### src/rtl/bp_fifo_rolly_replay_ctrl_if.sv
// Handshake bundle between the replay sequencer, the rollback FIFO read side and the consumer.
// master = sequencer, slave = FIFO/consumer side.
interface bp_fifo_rolly_replay_ctrl_if #(
    parameter int els_p = 8
);
    localparam int cnt_w = $clog2(els_p + 1);

    logic             fifo_v;
    logic             fifo_yumi;
    logic             fifo_deq_v;
    logic             fifo_roll_v;
    logic             fifo_clr_v;
    logic             issue_v;
    logic             issue_ready;
    logic             commit_v;
    logic             flush_v;
    logic             clear_v;
    logic [cnt_w-1:0] inflight;
    logic [15:0]      roll_count;
    logic             err;

    modport master (
        input  fifo_v, issue_ready, commit_v, flush_v, clear_v,
        output fifo_yumi, fifo_deq_v, fifo_roll_v, fifo_clr_v, issue_v,
        output inflight, roll_count, err
    );

    modport slave (
        output fifo_v, issue_ready, commit_v, flush_v, clear_v,
        input  fifo_yumi, fifo_deq_v, fifo_roll_v, fifo_clr_v, issue_v,
        input  inflight, roll_count, err
    );
endinterface

### src/rtl/bp_fifo_rolly_replay_ctrl.sv
// Speculative issue sequencer for a rollback FIFO: tracks issued-but-uncommitted entries and
// turns commit/flush/clear into deq/roll/clr strobes, with a replay bubble after each roll.
module bp_fifo_rolly_replay_ctrl #(
    parameter int els_p          = 8,
    parameter int max_inflight_p = 8,
    parameter int replay_delay_p = 2
) (
    input  logic                          clk_i,
    input  logic                          reset_n_i,
    bp_fifo_rolly_replay_ctrl_if.master   bus
);
    localparam int cnt_w = $clog2(els_p + 1);
    localparam logic [cnt_w-1:0] max_c   = cnt_w'(max_inflight_p);
    localparam logic [3:0]       delay_c = 4'(replay_delay_p);

    typedef enum logic [0:0] {RUN, ROLL_WAIT} state_t;

    state_t           state_reg, state_next;
    logic [3:0]       cnt_reg, cnt_next;
    logic [cnt_w-1:0] inflight_reg, inflight_next;
    logic [15:0]      roll_count_reg, roll_count_next;
    logic             err_reg, err_next;

    logic issue, yumi, deq;

    always_ff @(posedge clk_i or negedge reset_n_i) begin
        if (!reset_n_i) begin
            state_reg      <= RUN;
            cnt_reg        <= '0;
            inflight_reg   <= '0;
            roll_count_reg <= '0;
            err_reg        <= 1'b0;
        end else begin
            state_reg      <= state_next;
            cnt_reg        <= cnt_next;
            inflight_reg   <= inflight_next;
            roll_count_reg <= roll_count_next;
            err_reg        <= err_next;
        end
    end

    always_comb begin
        state_next      = state_reg;
        cnt_next        = cnt_reg;
        inflight_next   = inflight_reg;
        roll_count_next = roll_count_reg;
        err_next        = err_reg;

        issue = (state_reg == RUN) && bus.fifo_v && (inflight_reg < max_c)
                && !bus.flush_v && !bus.clear_v;
        yumi  = issue && bus.issue_ready;
        deq   = bus.commit_v && (inflight_reg != '0);

        if (bus.commit_v && (inflight_reg == '0))
            err_next = 1'b1;

        // The FIFO retires a same-cycle deq before rewinding, so a flush always lands at zero.
        if (bus.flush_v)
            inflight_next = '0;
        else
            inflight_next = inflight_reg + cnt_w'(yumi) - cnt_w'(deq);

        if (bus.flush_v && (roll_count_reg != 16'hFFFF))
            roll_count_next = roll_count_reg + 16'd1;

        case (state_reg)
            RUN: begin
                if (bus.flush_v && (replay_delay_p > 0)) begin
                    state_next = ROLL_WAIT;
                    cnt_next   = delay_c;
                end
            end
            ROLL_WAIT: begin
                if (bus.flush_v) begin
                    cnt_next = delay_c;
                end else if (cnt_reg <= 4'd1) begin
                    state_next = RUN;
                    cnt_next   = '0;
                end else begin
                    cnt_next = cnt_reg - 4'd1;
                end
            end
            default: begin
                state_next = RUN;
                cnt_next   = '0;
            end
        endcase
    end

    // Combinational strobes are forced low while reset is held.
    assign bus.issue_v     = issue && reset_n_i;
    assign bus.fifo_yumi   = yumi && reset_n_i;
    assign bus.fifo_deq_v  = deq && reset_n_i;
    assign bus.fifo_roll_v = bus.flush_v && reset_n_i;
    assign bus.fifo_clr_v  = bus.clear_v && reset_n_i;
    assign bus.inflight    = inflight_reg;
    assign bus.roll_count  = roll_count_reg;
    assign bus.err         = err_reg;
endmodule

### src/flat_wrapper.sv
// flat-port wrapper written by rule: the top's interface ports become plain ports
module bp_fifo_rolly_replay_ctrl_flat 
#(
    parameter int els_p          = 8,
    parameter int max_inflight_p = 8,
    parameter int replay_delay_p = 2
)
  (clk_i, reset_n_i, bus_fifo_v, bus_issue_ready, bus_commit_v, bus_flush_v, bus_clear_v, bus_fifo_yumi, bus_fifo_deq_v, bus_fifo_roll_v, bus_fifo_clr_v, bus_issue_v, bus_inflight, bus_roll_count, bus_err);
  bp_fifo_rolly_replay_ctrl_if #(.els_p(els_p)) bus_i ();
  input  logic clk_i;
  input  logic reset_n_i;
  input wire logic [$bits(bus_i.fifo_v)-1:0] bus_fifo_v;
  input wire logic [$bits(bus_i.issue_ready)-1:0] bus_issue_ready;
  input wire logic [$bits(bus_i.commit_v)-1:0] bus_commit_v;
  input wire logic [$bits(bus_i.flush_v)-1:0] bus_flush_v;
  input wire logic [$bits(bus_i.clear_v)-1:0] bus_clear_v;
  output wire logic [$bits(bus_i.fifo_yumi)-1:0] bus_fifo_yumi;
  output wire logic [$bits(bus_i.fifo_deq_v)-1:0] bus_fifo_deq_v;
  output wire logic [$bits(bus_i.fifo_roll_v)-1:0] bus_fifo_roll_v;
  output wire logic [$bits(bus_i.fifo_clr_v)-1:0] bus_fifo_clr_v;
  output wire logic [$bits(bus_i.issue_v)-1:0] bus_issue_v;
  output wire logic [$bits(bus_i.inflight)-1:0] bus_inflight;
  output wire logic [$bits(bus_i.roll_count)-1:0] bus_roll_count;
  output wire logic [$bits(bus_i.err)-1:0] bus_err;
  assign bus_i.fifo_v = bus_fifo_v;
  assign bus_i.issue_ready = bus_issue_ready;
  assign bus_i.commit_v = bus_commit_v;
  assign bus_i.flush_v = bus_flush_v;
  assign bus_i.clear_v = bus_clear_v;
  assign bus_fifo_yumi = bus_i.fifo_yumi;
  assign bus_fifo_deq_v = bus_i.fifo_deq_v;
  assign bus_fifo_roll_v = bus_i.fifo_roll_v;
  assign bus_fifo_clr_v = bus_i.fifo_clr_v;
  assign bus_issue_v = bus_i.issue_v;
  assign bus_inflight = bus_i.inflight;
  assign bus_roll_count = bus_i.roll_count;
  assign bus_err = bus_i.err;
  bp_fifo_rolly_replay_ctrl #(.els_p(els_p), .max_inflight_p(max_inflight_p), .replay_delay_p(replay_delay_p)) u_core (.clk_i(clk_i), .reset_n_i(reset_n_i), .bus(bus_i));
endmodule
### config.mk
export PLATFORM = sky130hd
export DESIGN_NAME = bp_fifo_rolly_replay_ctrl_flat
export DESIGN_NICKNAME = d
export VERILOG_FILES = /design/src/rtl/bp_fifo_rolly_replay_ctrl_if.sv /design/src/rtl/bp_fifo_rolly_replay_ctrl.sv /design/src/flat_wrapper.sv
export SDC_FILE = /design/constraint.sdc
export NUM_CORES = 1
export LEC_CHECK = 0
export ABC_AREA = 0
export CAP_MARGIN = 15
export CORE_MARGIN = 3
export CORE_UTILIZATION = 30
export CTS_CLUSTER_DIAMETER = 60
export CTS_CLUSTER_SIZE = 8
export DETAILED_ROUTE_END_ITERATION = 10
export PLACE_DENSITY = 0.65
export RECOVER_POWER = 100
export SYNTH_ARGS = -nofsm -noshare
export SYNTH_HDL_FRONTEND = slang
export SYNTH_SLANG_ARGS = --single-unit
export TNS_END_PERCENT = 20
### constraint.sdc
create_clock -name clk_i -period 4 [get_ports clk_i]
set_input_delay 0.8 -clock clk_i [delete_from_list [all_inputs] [get_ports clk_i]]
set_output_delay 0.8 -clock clk_i [all_outputs]
set_load 0.02 [all_outputs]
# Yosys cells after proc, flatten, opt, wreduce, memory -nomap -nowiden
# Index checks and enable logic that the tools add are counted.
[totals]
elab_cells = 40
output_inout_bits = 26
input_bits = 7
ff_bits = 26
[classes]
reduce_logical = 17
eq_ne = 2
mux = 9
add_sub_neg = 4
bitwise = 1
n_lt_le_gt_ge = 2
[op_table]
columns = ["cell", "n"]
rows = [
  ["adder 16 x 1 -> 16 bit (second input constant)", 1],
  ["2-to-1 mux 4 bit", 4],
  ["!= test 16 bit (second input constant)", 1],
  ["logical AND 1 bit", 13],
  ["one-hot mux 4 bit (2 select lines)", 1],
  ["adder 4 x 1 -> 4 bit", 1],
  ["<= comparator 4 x 1 -> 1 bit (second input constant)", 1],
  ["zero test 4 bit", 1],
  ["less-than comparator 4 bit (second input constant)", 1],
  ["nonzero test 4 bit", 1],
  ["subtractor 4 x 1 -> 4 bit", 1],
  ["subtractor 4 x 1 -> 4 bit (second input constant)", 1],
  ["2-to-1 mux 1 bit", 3],
  ["zero test 1 bit", 2],
  ["!= test 2 bit (second input constant)", 1],
  ["one-hot mux 1 bit (2 select lines)", 1],
  ["inverter 1 bit", 1],
]

# Longest topological paths before layout
[depth]
depth_word = 9
mapped_depth = 11

# Worst setup path before layout
# Ideal clock, no wire load.
[synth_timing]
path_kind = "in2out"
start = "in bus_flush_v"
end = "out bus_fifo_yumi"
t_arrival_ns = 1.407
stages = 2
slack_ns = 1.793
cell_sequence = "nor4_1 and3_1"
[synth_via]
elab_chain_len = 5
[synth_rtl]
columns = ["element", "line_no", "text"]
rows = [
  ["from (decl)", "flat_wrapper.sv:15", "input wire logic [$bits(bus_i.flush_v)-1:0] bus_flush_v;"],
  ["zero test 1 bit", "bp_fifo_rolly_replay_ctrl.sv:50", "&& !bus.flush_v && !bus.clear_v;"],
  ["logical AND 1 bit (2 in series)", "bp_fifo_rolly_replay_ctrl.sv:50", ""],
  ["logical AND 1 bit", "bp_fifo_rolly_replay_ctrl.sv:51", "yumi = issue && bus.issue_ready;"],
  ["logical AND 1 bit", "bp_fifo_rolly_replay_ctrl.sv:92", "assign bus.fifo_yumi = yumi && reset_n_i;"],
  ["to (decl)", "flat_wrapper.sv:17", "output wire logic [$bits(bus_i.fifo_yumi)-1:0] bus_fifo_yumi;"],
]
# Every way passes these cells.

# Final worst setup path
[layout_timing]
start = "in bus_flush_v"
end = "out bus_fifo_roll_v"
[layout_via]
elab_chain_len = 1
[layout_rtl]
columns = ["element", "line_no", "text"]
rows = [
  ["logical AND 1 bit", "bp_fifo_rolly_replay_ctrl.sv:94", "assign bus.fifo_roll_v = bus.flush_v && reset_n_i;"],
  ["to (decl)", "flat_wrapper.sv:19", "output wire logic [$bits(bus_i.fifo_roll_v)-1:0] bus_fifo_roll_v;"],
]
# Every way passes these cells.

==> run_results.csv <==
group,metric,value,unit
timing,timing.final.ws_setup,0.443,ns
cells_and_area,largest_reg_flops,16,
timing,worst_pin_slew,0.960,ns
cells_and_area,fin_nets,188,
detailed_routing,ant_nets,0,
clock_tree,cts_tree,"built",
place,pre_cts_ws,0.714,ns
power,total_power,1030,uW
timing,fin_crit,3.56,ns
place,io_buffers,32,
cells_and_area,nFillCells,446,
synthesis,synth_cells,134,
critical_path,crit_path_end_kind,"output port",
clock_tree,ctsResizeCount,0,
synthesis,synth_area,1380,um2
synthesis,synth_top_flop_cell,"dfrtp_1",
timing,fin_skew,0.00111,ns
timing,slew_headroom,0.360,
clock_tree,cts.hold.buffers_added,0,
floorplanning,fp.dieH,73.9,um
global_routing,antenna_found_initial,0,
timing,fmax,281,MHz
global_routing,track_usage,0.113,
synthesis,seq_area_frac_synth,0.470,
floorplanning,die-area,5460,um2
place,dpl-instance-area,1780,um2
critical_path,critPathArrivalTime,2.76,ns
clock_tree,cts_root_buf,"clkbuf_8",
synthesis,yosys_warnings,0,
power,p_per_area,569,nW/um2
synthesis,synth.distinct_cells,32,
cells_and_area,syn_to_final_growth,30.7,%
timing,slew_viol_final,0,
floorplanning,start_util,0.313,
outcome,status,"complete, no violations",
detailed_routing,vias_per_cell,4.80,
power,ir_drop,0.000255,V
synthesis,synth_nets,150,
detailed_routing,first_pass_iters,4,
clock_tree,h-tree-depth,1,
place,gp_congestion,0.808,
critical_path,crit_type,"input pin to output port",
place,hpwl,2180,um
timing,whs,0.453,ns
floorplanning,ioPinCount,33,
hold_path,hold_class,"flop to flop",
job,drv_cap,0,
timing,finalSetupViolCount,0,
critical_path,crit_fanout,15,
cells_and_area,fin_area,1810,um2
floorplanning,fp.dieW,73.9,um
clock_tree,post-cts-setup-buffer-count,0,
detailed_routing,wl_per_cell,12.3,um
clock_tree,cts.sinks,26,
global_routing,grt_pass1_vias,1065,
global_routing,overflow,0,
timing,rsz0062_at_grt,"false",
floorplanning,core-area,4410,um2
cells_and_area,diodes,0,
floorplanning,placementRows,24,
timing,finalSetupTns,0,ns
synthesis,synth-edff-count,0,
cells_and_area,drive_gt1_frac,0.0468,
detailed_routing,wirelength,2750,um
clock_tree,clkLatencyLatePin,0.26,ns
clock_tree,numCtsBuffers,3,
global_routing,grt_max_degree,19,
synthesis,ys_seq_elements,26,
critical_path,required,3.20,ns
synthesis,ys_async_sr_fraction,1.00,
detailed_routing,drt_first_iter_violations,72,
detailed_routing,drc,0,
synthesis,syn_area_per_cell,10.3,um2
timing,min_period_over_period,0.889,
clock_tree,clock_path_buffers,2,
power,power_leakage,0.000841,uW
critical_path,cp-start-kind,"input pin",
global_routing,grt_pass1_wl,4830,um
timing,hold_viol,0,
detailed_routing,vias,1071,
clock_tree,clk_pin_slew,0.09,ns
[metal layers]
layer | track usage | vias up | routed length, um
met5 | 0 | - | 0
met4 | 0.0362 | 0 | 23
met3 | 0.0301 | 2 | 141
met2 | 0.177 | 21 | 1260
met1 | 0.150 | 510 | 1330
li1 | - | 538 | -
[final timing paths]
check	from	endpoint	slack [ns]	cells past startpoint
worst min register to register	u_core.bus.err	u_core.bus.err	0.45	1
worst min-delay path	u_core.bus.err	u_core.bus.err	0.45	1
worst max register to register	u_core.bus.roll_count[0]	u_core.bus.roll_count[1]	1.83	5
min in group asynchronous	reset_n_i	u_core.bus.inflight[1]	0.83	1
max in group asynchronous	reset_n_i	u_core.bus.roll_count[0]	2.03	2
worst max-delay path	bus_flush_v	bus_fifo_roll_v	0.44	4
[stage by stage]
| step | util | cells |
|---|---|---|
| 4_1_cts | 0.415 | 223 |
| 2_1_floorplan | - | 134 |
| 6_report | 0.410 | 223 |
| 3_3_place_gp | 0.402 | 219 |
| 5_1_grt | 0.410 | 223 |
| 3_5_place_dp | 0.402 | 219 |
[synthesized netlist by cell type (2+ instances only)]
cell type,number,area [um2]
a31oi_1,2,12.5
a21o_1,2,15.0
and3_1,5,31.3
mux2i_1,2,20.0
nor2b_1,3,18.8
mux2_2,2,22.5
nor3_1,4,20.0
and2_1,6,37.5
ha_1,8,100
o21ai_0,3,15.0
xnor2_1,10,87.6
nor4_1,3,18.8
inv_1,10,37.5
nand2_1,11,41.3
xor2_1,2,17.5
nand4_1,9,56.3
a21oi_1,6,30.0
nor2_1,6,22.5
nand3_1,2,10.0
dfrtp_1,26,651
[cell usage in the layout, fill, tap and decap left out, types with 5 or more instances in the layout]
master	instances
dlygate4sd3_1	29
dfrtp_1	26
nand2_1	11
inv_1	10
xnor2_1	10
nand4_1	9
ha_1	8
nor2_1	6
a21oi_1	6
and3_1	5
and2_1	5
[report_power, final]
part / leakage, uW / total (uW) / switching [uW] / internal, uW
Combinational: 0.000480 / 452 / 237 / 215
Clock: 0.0000288 / 166 / 78.4 / 87.8
Sequential: 0.000333 / 412 / 79.7 / 332
[worst max-delay path, stage by stage]
cell	delay [ns]
dlygate4sd3_1	0.58
clkbuf_1	0.49
and2_1	0.21
dlygate4sd3_1	0.67
[area by class of cell]
| type | instances | area [um2] | area share |
|---|---|---|---|
| inverters | 10 | 37.5 | 0.0207 |
| repair buffers | 35 | 332 | 0.183 |
| flip-flops and latches | 26 | 651 | 0.360 |
| clock buffers | 4 | 55.1 | 0.0304 |
| multi-input cells | 96 | 669 | 0.370 |
| well taps | 52 | 65.1 | 0.0360 |
[cells by family after synthesis]
logic type / Yosys count / synth area share
muxes: 5 / 0.0389
xor gates and xnor gates: 12 / 0.0759
DFF: 26 / 0.470
adders and majority gates: 9 / 0.0868
buffers and inverters: 12 / 0.0380
AOI/OAI and AO/OA: 15 / 0.0696
and+or+nand+nor: 55 / 0.221
No activity file was read; power rests on OpenSTA's default activity.
